<file path="src/rtl/pc_fetch_sequencer.sv">
// pc_fetch_sequencer: owns the PC and sequences instruction fetch.
// Picks next PC (pc+4, J target, branch/JR redirect), runs the
// imem req/ack handshake and holds the fetched word for decode.
// Ports: clk, rst (async, active-high); imem_req/addr/ack/rdata;
// if_valid/if_instr/if_pc/if_pc4 with id_ready; redirect inputs
// redir_pc4, jump/j_imm, br_taken/br_imm, jr/jr_addr; addr_err.
// Option: define BRANCH_DELAY_SLOT_EN for MIPS delay-slot behaviour.
module pc_fetch_sequencer #(
    parameter logic [31:0] RESET_PC = 32'h0000_3000
) (
    input  logic        clk,
    input  logic        rst,
    output logic        imem_req,
    output logic [31:0] imem_addr,
    input  logic        imem_ack,
    input  logic [31:0] imem_rdata,
    output logic        if_valid,
    output logic [31:0] if_instr,
    output logic [31:0] if_pc,
    output logic [31:0] if_pc4,
    input  logic        id_ready,
    input  logic [31:0] redir_pc4,
    input  logic        jump,
    input  logic [25:0] j_imm,
    input  logic        br_taken,
    input  logic [15:0] br_imm,
    input  logic        jr,
    input  logic [31:0] jr_addr,
    output logic        addr_err
);

    typedef enum logic [1:0] {IDLE, FETCH, HOLD, DRAIN} state_t;

    state_t      state, state_nx;
    logic [31:0] pc, pc_nx, pc4, addr_q, target;
    logic        redir, take, load, clr, err_nx;

    assign pc4   = pc + 32'd4;
    assign redir = jr | jump | br_taken;

    always_comb begin
        target = redir_pc4 + {{14{br_imm[15]}}, br_imm, 2'b00};
        if (jr)
            target = {jr_addr[31:2], 2'b00};
        else if (jump)
            target = {redir_pc4[31:28], j_imm, 2'b00};
    end

`ifdef BRANCH_DELAY_SLOT_EN
    logic        pend_q;
    logic [31:0] pend_pc;
    logic        fetch_done;

    // Only one target may be pending; later redirects are dropped.
    assign take       = redir & ~pend_q;
    assign fetch_done = (state == FETCH) & imem_ack;

    always_ff @(posedge clk or posedge rst) begin
        if (rst) begin
            pend_q  <= 1'b0;
            pend_pc <= 32'd0;
        end else if (take && !fetch_done) begin
            pend_q  <= 1'b1;
            pend_pc <= target;
        end else if (fetch_done) begin
            pend_q  <= 1'b0;
        end
    end
`else
    assign take = redir;
`endif

    always_comb begin
        state_nx  = state;
        pc_nx     = pc;
        load      = 1'b0;
        clr       = 1'b0;
        imem_req  = 1'b0;
        imem_addr = pc;
        err_nx    = take & jr & (jr_addr[1:0] != 2'b00);
        case (state)
            IDLE: state_nx = FETCH;
            FETCH: begin
                imem_req = 1'b1;
                if (imem_ack) begin
                    load     = 1'b1;
                    pc_nx    = pc4;
                    state_nx = HOLD;
                end
            end
            HOLD: begin
                if (id_ready) begin
                    clr      = 1'b1;
                    state_nx = FETCH;
                end
            end
            DRAIN: begin
                // Outstanding request is kept alive until its ack.
                imem_req  = 1'b1;
                imem_addr = addr_q;
                if (imem_ack)
                    state_nx = FETCH;
            end
            default: state_nx = IDLE;
        endcase
`ifdef BRANCH_DELAY_SLOT_EN
        // The word being fetched is the delay slot; it is kept and
        // the target replaces pc+4 once that word is acked.
        if (take && fetch_done)
            pc_nx = target;
        else if (pend_q && fetch_done)
            pc_nx = pend_pc;
`else
        if (take) begin
            pc_nx = target;
            load  = 1'b0;
            clr   = 1'b1;
            if ((state == FETCH || state == DRAIN) && !imem_ack)
                state_nx = DRAIN;
            else
                state_nx = FETCH;
        end
`endif
    end

    always_ff @(posedge clk or posedge rst) begin
        if (rst)
            state <= IDLE;
        else
            state <= state_nx;
    end

    always_ff @(posedge clk or posedge rst) begin
        if (rst) begin
            pc       <= RESET_PC;
            addr_q   <= 32'd0;
            if_valid <= 1'b0;
            if_instr <= 32'd0;
            if_pc    <= 32'd0;
            if_pc4   <= 32'd0;
            addr_err <= 1'b0;
        end else begin
            pc       <= pc_nx;
            addr_err <= err_nx;
            // Remembers the address of a request that may be drained.
            if (state == FETCH)
                addr_q <= pc;
            if (load) begin
                if_valid <= 1'b1;
                if_instr <= imem_rdata;
                if_pc    <= pc;
                if_pc4   <= pc4;
            end else if (clr) begin
                if_valid <= 1'b0;
            end
        end
    end

endmodule
</file>
<file path="config.mk">
export PLATFORM = sky130hd
export DESIGN_NAME = pc_fetch_sequencer
export DESIGN_NICKNAME = d
export VERILOG_FILES = /design/src/rtl/pc_fetch_sequencer.sv
export SDC_FILE = /design/constraint.sdc
export NUM_CORES = 1
export LEC_CHECK = 0
export ABC_AREA = 1
export CAP_MARGIN = 30
export CORE_AREA = 3 3 139 154
export CTS_BUF_LIST = sky130_fd_sc_hd__clkbuf_2 sky130_fd_sc_hd__clkbuf_4 sky130_fd_sc_hd__clkbuf_8
export DETAILED_ROUTE_END_ITERATION = 10
export DIE_AREA = 0 0 142 157
export GPL_ROUTABILITY_DRIVEN = 0
export HOLD_SLACK_MARGIN = 0.15
export PLACE_DENSITY_LB_ADDON = 0.15
export SETUP_SLACK_MARGIN = 0.05
export SLEW_MARGIN = 5
export SYNTH_ARGS = -nofsm -noshare
export SYNTH_HDL_FRONTEND = slang
export SYNTH_SLANG_ARGS = --single-unit
</file>
<file path="constraint.sdc">
create_clock -name clk -period 5.9 [get_ports clk]
set_input_delay 0.885 -clock clk [delete_from_list [all_inputs] [get_ports clk]]
set_output_delay 0.885 -clock clk [all_outputs]
set_load 0.01 [all_outputs]
</file>
==> results of run 1 <==
==> power groups by stage <==
stage	clock, mW	combinational (mW)	sequential, mW
finish	1.03	1.31	1.51
global route	1.08	1.44	1.54
CTS	1.03	1.31	1.51
detailed placement	0	1.30	1.53
global placement	0	1.27	1.53
floorplan	0	0.574	1.55
==> worst min path at each step <==
stage | depth (start not counted) | startpoint | to
after detailed placement | 2 | if_pc[15] | if_pc[15]
after floorplan | 2 | addr_q[31] | addr_q[31]
final | 2 | if_pc[20] | if_pc[20]
after CTS | 2 | if_instr[14] | if_instr[14]
after global placement | 2 | if_instr[3] | if_instr[3]
after global routing | 2 | if_instr[15] | if_instr[15]
==> tightest hold or removal path: cells and delay by family, from the launching register on <==
family,cells,cell delay (ns)
flops,1,0.35
simple gates,2,0.09
==> logic make-up after synthesis <==
logic type	Yosys count	synth area share
compound gates	227	0.120
fa+ha+maj	31	0.0391
buf+inv	235	0.0919
flops	162	0.401
xor+xnor	25	0.0224
simple gates	813	0.326
==> synthesized netlist by cell type, types with 2 or more instances <==
library cell and count:
and2_1 2, o21ai_0 116, inv_1 161, ha_1 30, buf_2 27, or2_2 7
o211ai_1 7, xnor2_1 11, o22ai_1 8, dfrtp_1 160, nand2_2 3, nor4_1 4
a21oi_1 78, nand2_1 579, buf_4 4, nor2_4 3, inv_2 6, a31oi_1 2
a22o_1 3, o221ai_1 3, nand4_1 12, nor2_2 2, o21a_1 5, nor3_1 12
nand3b_1 5, nor2_1 111, nand3_1 70, dfstp_2 2, xor2_1 13, clkbuf_1 37
==> routing by layer <==
layer	global-route usage	part of all wire
met4	0.122	0.043
met5	0	0
met3	0.0352	0.071
met2	0.469	0.49
met1	0.365	0.40
==> stage by stage <==
stage	instance area (um^2)	hold slack, ns	power, mW
CTS	13500	0.477	3.85
floorplan	10100	0.454	2.12
finish	13600	0.472	3.85
global route	13600	0.495	4.06
detailed placement	13000	0.457	2.83
global placement	12900	0.453	2.80
==> sequential cells by signal, summed over array words and instances, names as in the netlist <==
signal and count:
addr_err 1, addr_q 32, if_instr 32, if_pc 32, if_pc4 30, if_valid 1
pc 32, state 2
==> cells in the final DEF, fill, tap and decap left out, types with 4 or more instances in the layout <==
master	n
or2_2	7
nand3_1	70
a21oi_1	78
nor3_1	12
nand2_2	4
o211ai_1	7
nand2_1	578
xnor2_1	11
buf_16	4
xor2_1	13
o21a_1	5
o21ai_0	116
o22ai_1	8
nand3b_1	5
inv_1	160
ha_1	30
inv_2	5
nor2_1	111
nor4_1	4
dfrtp_1	160
bufinv_16	7
buf_4	6
clkdlybuf4s50_1	275
nand4_1	12
clkbuf_8	18
==> final cells by class <==
type / count / area, um^2
Timing Repair Buffer: 286 / 2930
Tap cell: 252 / 315
Fill cell: 1723 / 6350
Sequential cell: 162 / 4060
Inverter: 167 / 633
Clock buffer: 20 / 263
Multi-Input combinational cell: 1096 / 5140
Clock inverter: 12 / 250
==> qor.yml, run 1 <==
status: "completed"
ctsHoldBuffers: 0
core_um2: 19900
period_minus_slack_ns: 3.41
synth_seq_cells: 162
rr_endpoint: "pc[2]"
internal_power_mw: 2.61
worstSetupPathType: "input port to flop"
crit_path_top_delay_cell: "buf_4"
netlist.area_leader.share: 0.395
synthFlopType: "dfrtp_1"
pin_count: 276
layout.nets: 1906
n_antenna_cell: 0
die_area_um2: 22300
ir_worst_vdd_mv: 0.132
overflow: 0
reg2reg_from: "state[1]"
max_slew_margin: 0.326
rows: 54
synth-async-reset-ratio: 1.00
h-tree-depth: 4
arrival_ns: 3.70
grtUsageTotal: 0.280
path_delay_family: "buffers and inverters"
timing.final.hold_violations: 0
rr_worst_depth: 11
fmax_mhz: 293
dpl_worst_slack_ns: 2.05
drv_slew: 0
syn_inst: 1493
p_per_area_nw_per_um2: 283
setup_violations: 0
drive_above_1_share: 0.0407
final_core_util: 0.682
final_cells: 1995
grt_pass1_wl_mm: 49.9
grt_max_degree: 84
p_clk_frac: 0.266
path_buf_inv: 5
syn-num-nets: 1669
fin_ws_ns: 2.49
die_x_um: 142
r2r_slack_ns: 2.70
first_global_vias: 9917
clkSinkCount: 162
crit_chain: "clkdlybuf4s50_1 -> buf_4 -> nor2_1 -> nand2_2 -> nor2_4 -> clkinv_2 -> buf_4 -> nor2_1 -> inv_1 -> o211ai_1"
hp-class: "flop to flop"
swShare: 0.322
cts_buffer_depth: 2
place_inst: 1960
p_seq_frac: 0.393
synth_area_leader_cell: "dfrtp_1"
place_hpwl_mm: 24.4
rsz0062_at_grt: "false"
critPathMaxStageDelay_ns: 0.69
tightest_slew_ns: 1.01
drtIter0Drc: 838
synthesis.area_um2: 10100
areaGrowthSynthToFinish_pct: 34.2
routed_via_density: 5.32
crit_end: "pc[2]"
maxCapViolations: 0
antenna_found_initial: 0
synthTopCellsByArea: "dfrtp_1, nand2_1, inv_1"
dr.pass1.iters: 5
cts_setup_buffers: 0
via_count: 10600
synthDistinctLibCells: 40
p_comb_frac: 0.340
p_switching_mw: 1.24
crit_required_ns: 6.19
die_h_um: 157
ant_nets: 0
tns_ns: 0
route.detailed.wl_per_inst_um: 15.9
skew_ns: 0.0131
synth-warning-count: 0
start_kind: "input port"
cts_tree: "done"
cp-startpoint: "jr"
drt-total-wl_mm: 31.7
insertion_delay_ns: 0.45
synth-seq-area-share: 0.401
finalCritPeriodShare: 0.578
leakage_nw: 6.71
cts.clk_slew.worst_paths_ns: 0.08
ctsResizeCount: 0
avgSynthCellArea_um2: 6.78
route.detailed.drc: 0
worstPathMaxFanout: 78
end_kind: "flop"
worstSetupPathDepth: 10
initial_core_util: 0.508
io_buffers: 275
cts_buffers: 17
synth_edf_count: 0
clockRootBuffer: "clkbuf_8"
No activity file was read; power rests on OpenSTA's default activity.
==> inputs of run 2 (changes only) <==
--- a/config.mk
+++ b/config.mk
@@ -7,10 +7,10 @@
 export LEC_CHECK = 0
 export ABC_AREA = 1
 export CAP_MARGIN = 30
-export CORE_AREA = 3 3 139 154
+export CORE_AREA = 3 3 146 162
 export CTS_BUF_LIST = sky130_fd_sc_hd__clkbuf_2 sky130_fd_sc_hd__clkbuf_4 sky130_fd_sc_hd__clkbuf_8
 export DETAILED_ROUTE_END_ITERATION = 10
-export DIE_AREA = 0 0 142 157
+export DIE_AREA = 0 0 149 165
 export GPL_ROUTABILITY_DRIVEN = 0
 export HOLD_SLACK_MARGIN = 0.15
 export PLACE_DENSITY_LB_ADDON = 0.15
==> constraint.sdc (replaced) <==
create_clock -name clk -period 2.8 [get_ports clk]
set_input_delay 0.42 -clock clk [delete_from_list [all_inputs] [get_ports clk]]
set_output_delay 0.42 -clock clk [all_outputs]
set_load 0.01 [all_outputs]
==> qor.yml, run 2 (synthesized netlist as in run 1, its figures left out) <==
crit_chain: "nand2_4 -> buf_4 -> o21ai_0 -> clkdlybuf4s50_1"  # was clkdlybuf4s50_1 -> buf_4 -> nor2_1 -> nand2_2 -> nor2_4 -> clkinv_2 -> buf_4 -> nor2_1 -> inv_1 -> o211ai_1
areaGrowthSynthToFinish_pct: 35.5  # was 34.2%
clkSinkCount: 162  # unchanged
path_delay_family: "buffers and inverters"  # unchanged
skew_ns: 0.0144  # was 0.0131 ns
worstSetupPathType: "flop to output pin"  # was input port to flop
cts_buffers: 17  # unchanged
tightest_slew_ns: 0.869  # was 1.01 ns
rr_worst_depth: 9  # was 11
hp-class: "input port to asynchronous set/reset pin"  # was flop to flop
routed_via_density: 5.18  # was 5.32
end_kind: "output pin"  # was flop
ir_worst_vdd_mv: 0.290  # was 0.132 mV
overflow: 0  # unchanged
worstPathMaxFanout: 25  # was 78
n_antenna_cell: 0  # unchanged
hold_ws_ns: 0.467  # was 0.472 ns
dpl_worst_slack_ns: 0.0359  # was 2.05 ns
rsz0062_at_grt: "true"  # was false
reg2reg_from: "pc[3]"  # was state[1]
die_x_um: 149  # was 142 um
route.detailed.wl_per_inst_um: 16.1  # was 15.9 um
nFillCells: 2053  # was 1723
final_common_cell: "nand2_1"  # unchanged
start_kind: "flop"  # was input port
place_hpwl_mm: 26.3  # was 24.4 mm
fmax_mhz: 381
crit_required_ns: 2.38  # was 6.19 ns
core_um2: 22100  # was 19900 um^2
layout.nets: 1930  # was 1906
grt_pass1_wl_mm: 51.8  # was 49.9 mm
fin_ws_ns: 0.175  # was 2.49 ns
rows: 57  # was 54
status: "completed"  # unchanged
cts_buffer_depth: 2  # unchanged
route.detailed.drc: 0  # unchanged
mostFrequentLayoutCells: "nand2_1, clkdlybuf4s50_1, inv_1, dfrtp_1, o21ai_0"  # unchanged
drive_above_1_share: 0.0532  # was 0.0407
ctsHoldBuffers: 0  # unchanged
setup_violations: 0  # unchanged
cts_setup_buffers: 0  # unchanged
leakage_nw: 6.76  # was 6.71 nW
arrival_ns: 2.21  # was 3.70 ns
max_slew_margin: 0.420  # was 0.326
drtIter0Drc: 727  # was 838
drv_slew: 0  # unchanged
finalCritPeriodShare: 0.938
ant_nets: 0  # unchanged
io_buffers: 275  # unchanged
die_h_um: 165  # was 157 um
h-tree-depth: 4  # unchanged
dr.pass1.iters: 6  # was 5
insertion_delay_ns: 0.46  # was 0.45 ns
grt_max_degree: 63  # was 84
tns_ns: 0  # unchanged
drt-total-wl_mm: 33.3  # was 31.7 mm
antenna_found_initial: 0  # unchanged
grtUsageTotal: 0.267  # was 0.280
critPathMaxStageDelay_ns: 0.60  # was 0.69 ns
cts.clk_slew.worst_paths_ns: 0.10  # was 0.08 ns
initial_core_util: 0.458  # was 0.508
timing.final.hold_violations: 0  # unchanged
rr_endpoint: "pc[17]"  # was pc[2]
path_buf_inv: 2  # was 5
crit_path_top_delay_cell: "clkdlybuf4s50_1"  # was buf_4
cts_tree: "done"  # unchanged
clockRootBuffer: "clkbuf_8"  # unchanged
r2r_slack_ns: 0.60  # was 2.70 ns
via_count: 10700  # was 10.6k
first_global_vias: 10200  # was 9917
pin_count: 276  # unchanged
maxCapViolations: 0  # unchanged
p_per_area_nw_per_um2: 567  # was 283 nW/um^2
period_minus_slack_ns: 2.63
die_area_um2: 24600  # was 22300 um^2
run 2: report_power, final:
part / switching [mW] / internal [mW] / total (mW)
logic: 1.40 / 1.41 / 2.82
registers: 0.353 / 2.82 / 3.17
clock network: 0.880 / 0.903 / 1.78
total: 2.64 / 5.14 / 7.77
run 2: cell type report:
class                   count  area [um^2]  area share
multi-input cells        1096         5140       0.375
flip-flops and latches    162         4060       0.296
repair buffers            310         3110       0.227
inverters                 167          632      0.0461
well taps                 295          369      0.0269
clock buffers              19          249      0.0182
clock inverters            12          158      0.0115
run 2: worst max path at each step:
| stage | from | endpoint | slack [ns] | depth (start not counted) |
|---|---|---|---|---|
| CTS | state[1] | imem_addr[2] | 0.16 | 4 |
| global placement | redir_pc4[2] | pc[30] | 0.08 | 14 |
| finish | state[1] | imem_addr[2] | 0.17 | 4 |
| floorplan | rst | addr_err | 0.32 | 1 |
| detailed placement | redir_pc4[2] | pc[30] | 0.04 | 14 |
| global route | state[1] | imem_addr[2] | 0.05 | 4 |
run 2: stage by stage:
stage,power (mW),std cells,area (um^2),utilization
CTS,7.82,2061,13700,0.620
global placement,5.97,2030,13300,0.602
global route,8.26,2061,13700,0.620
floorplan,4.47,1493,10100,-
detailed placement,6.03,2030,13300,0.602
finish,7.77,2061,13700,0.620
run 2: metal layers:
layer | wire [um] | vias to the layer above | GRT usage
li1 | - | 5222 | -
met1 | 13000 | 4862 | 0.338
met2 | 16000 | 506 | 0.449
met3 | 2600 | 83 | 0.0398
met4 | 1620 | 0 | 0.129
met5 | 0 | - | 0
run 2: timing repair:
item                       CTS  global route
resized for setup            1             1
pin swaps                    0             0
setup endpoints to repair   10            11
==> inputs of run 3 (changes only) <==
--- a/config.mk
+++ b/config.mk
@@ -7,10 +7,10 @@
 export LEC_CHECK = 0
 export ABC_AREA = 1
 export CAP_MARGIN = 30
-export CORE_AREA = 3 3 146 162
+export CORE_AREA = 3 3 154 171
 export CTS_BUF_LIST = sky130_fd_sc_hd__clkbuf_2 sky130_fd_sc_hd__clkbuf_4 sky130_fd_sc_hd__clkbuf_8
 export DETAILED_ROUTE_END_ITERATION = 10
-export DIE_AREA = 0 0 149 165
+export DIE_AREA = 0 0 157 174
 export GPL_ROUTABILITY_DRIVEN = 0
 export HOLD_SLACK_MARGIN = 0.15
 export PLACE_DENSITY_LB_ADDON = 0.15
==> qor.yml, run 3 (synthesized netlist as in run 1, its figures left out) <==
status: "completed"  # unchanged
setup_violations: 0  # unchanged
worstSetupPathType: "flop to output pin"  # unchanged
drtIter0Drc: 639  # was 727
first_global_vias: 10000  # was 10.2k
via_count: 10600  # was 10.7k
tightest_slew_ns: 0.537  # was 0.869 ns
insertion_delay_ns: 0.44  # was 0.46 ns
end_kind: "output pin"  # unchanged
dr.pass1.iters: 6  # unchanged
leakage_nw: 6.76  # about the same
period_minus_slack_ns: 2.62  # was 2.63 ns
place_area_um2: 13300  # about the same
die_area_um2: 27300  # was 24600 um^2
final_core_util: 0.559  # was 0.620
areaGrowthSynthToFinish_pct: 35.5  # about the same
crit_path_top_delay_cell: "clkdlybuf4s50_1"  # unchanged
p_switching_mw: 2.70  # was 2.64 mW
multiInputGateArea_um2: 5140  # unchanged
antenna_found_initial: 0  # unchanged
reg2reg_from: "pc[2]"  # was pc[3]
fin_ws_ns: 0.183  # was 0.175 ns
p_clk_frac: 0.227  # was 0.229
start_kind: "flop"  # unchanged
h-tree-depth: 4  # unchanged
place_inst: 2046  # was 2030
p_per_area_nw_per_um2: 567  # about the same
internal_power_mw: 5.08  # was 5.14 mW
rr_worst_depth: 11  # was 9
rows: 60  # was 57
routed_via_density: 5.11  # was 5.18
overflow: 0  # unchanged
initial_core_util: 0.412  # was 0.458
tns_ns: 0  # unchanged
critPathMaxStageDelay_ns: 0.61  # was 0.60 ns
layout.nets: 1931  # was 1930
dpl_worst_slack_ns: 0.0273  # was 0.0359 ns
rr_endpoint: "pc[28]"  # was pc[17]
nFillCells: 2338  # was 2053
cts_setup_buffers: 0  # unchanged
worstPathMaxFanout: 26  # was 25
core_um2: 24500  # was 22100 um^2
route.detailed.wl_per_inst_um: 16.4  # was 16.1 um
p_comb_frac: 0.366  # was 0.362
place_hpwl_mm: 26.7  # was 26.3 mm
swShare: 0.347  # was 0.339
max_slew_margin: 0.639  # was 0.420
cts_buffers: 17  # unchanged
route.detailed.drc: 0  # unchanged
arrival_ns: 2.20  # was 2.21 ns
layout.area.seq_um2: 4060  # unchanged
die_x_um: 157  # was 149 um
ir_worst_vdd_mv: 0.294  # was 0.290 mV
fmax_mhz: 382  # was 381 MHz
drive_above_1_share: 0.0538  # was 0.0532
die_h_um: 174  # was 165 um
final_cells: 2077  # was 2061
design_area_um2: 13700  # about the same
crit_required_ns: 2.38  # about the same
mostFrequentLayoutCells: "nand2_1, clkdlybuf4s50_1, inv_1, dfrtp_1, o21ai_0"  # unchanged
hp-class: "input port to asynchronous set/reset pin"  # unchanged
p_seq_frac: 0.407  # was 0.408
rsz0062_at_grt: "false"  # was true
grt_pass1_wl_mm: 53.4  # was 51.8 mm
grt_max_degree: 99  # was 63
ant_nets: 0  # unchanged
skew_ns: 0.0139  # was 0.0144 ns
timing.final.hold_violations: 0  # unchanged
cts_buffer_depth: 2  # unchanged
final_common_cell: "nand2_1"  # unchanged
maxCapViolations: 0  # unchanged
r2r_slack_ns: 0.66  # was 0.60 ns
clkSinkCount: 162  # unchanged
clockRootBuffer: "clkbuf_8"  # unchanged
total_power_mw: 7.79  # was 7.77 mW
pin_count: 276  # unchanged
n_antenna_cell: 0  # unchanged
cts_tree: "done"  # unchanged
drv_slew: 0  # unchanged
hold_ws_ns: 0.451  # was 0.467 ns
drt-total-wl_mm: 34.1  # was 33.3 mm
io_buffers: 275  # unchanged
crit_chain: "nand2_4 -> buf_12 -> o21ai_0 -> clkdlybuf4s50_1"  # was nand2_4 -> buf_4 -> o21ai_0 -> clkdlybuf4s50_1
cts.clk_slew.worst_paths_ns: 0.09  # was 0.10 ns
finalCritPeriodShare: 0.935  # was 0.938
grtUsageTotal: 0.246  # was 0.267
run 3: worst max path at each step:
stage                         end          start  slack, ns
floorplan                addr_err            rst       0.32
global placement           pc[12]  redir_pc4[10]       0.05
detailed placement         pc[12]  redir_pc4[10]       0.03
CTS                 imem_addr[13]       state[1]       0.07
global route        imem_addr[14]       state[1]       0.07
finish              imem_addr[13]       state[1]       0.18
run 3: power by group through the flow:
stage	Combinational [mW]	Sequential (mW)	Clock (mW)
6_report	2.85	3.17	1.77
3_3_place_gp	2.82	3.19	0
5_1_grt	3.13	3.23	1.91
4_1_cts	2.86	3.17	1.80
3_5_place_dp	2.85	3.21	0
2_1_floorplan	1.21	3.26	0
run 3: timing repair:
action | in CTS | in global routing
resized for setup | 1 | 1
hold buffers | 0 | 0
pin swaps | 0 | 0
hold endpoints to repair | 0 | 0
setup endpoints to repair | 1 | 18
run 3: cell type report:
cell class                      count  share of cell area
Sequential cell                   162               0.296
Multi-Input combinational cell   1096               0.375
Tap cell                          310              0.0283
Timing Repair Buffer              311               0.226
Clock inverter                     12              0.0108
Inverter                          167              0.0460
Clock buffer                       19              0.0186
run 3: critical path: cells and delay by family (launching register included):
| family | cells | cell delay, ns |
|---|---|---|
| buffers and inverters | 2 | 0.81 |
| flip-flops | 1 | 0.47 |
| AO/OA/AOI/OAI | 1 | 0.29 |
| AND/OR/NAND/NOR | 1 | 0.18 |
run 3: per-layer routing:
metal,vias up,track usage,part of all wire
met5,-,0,0
met4,0,0.0806,0.028
met3,49,0.0276,0.071
met2,450,0.423,0.50
met1,4870,0.320,0.40
li1,5247,-,-
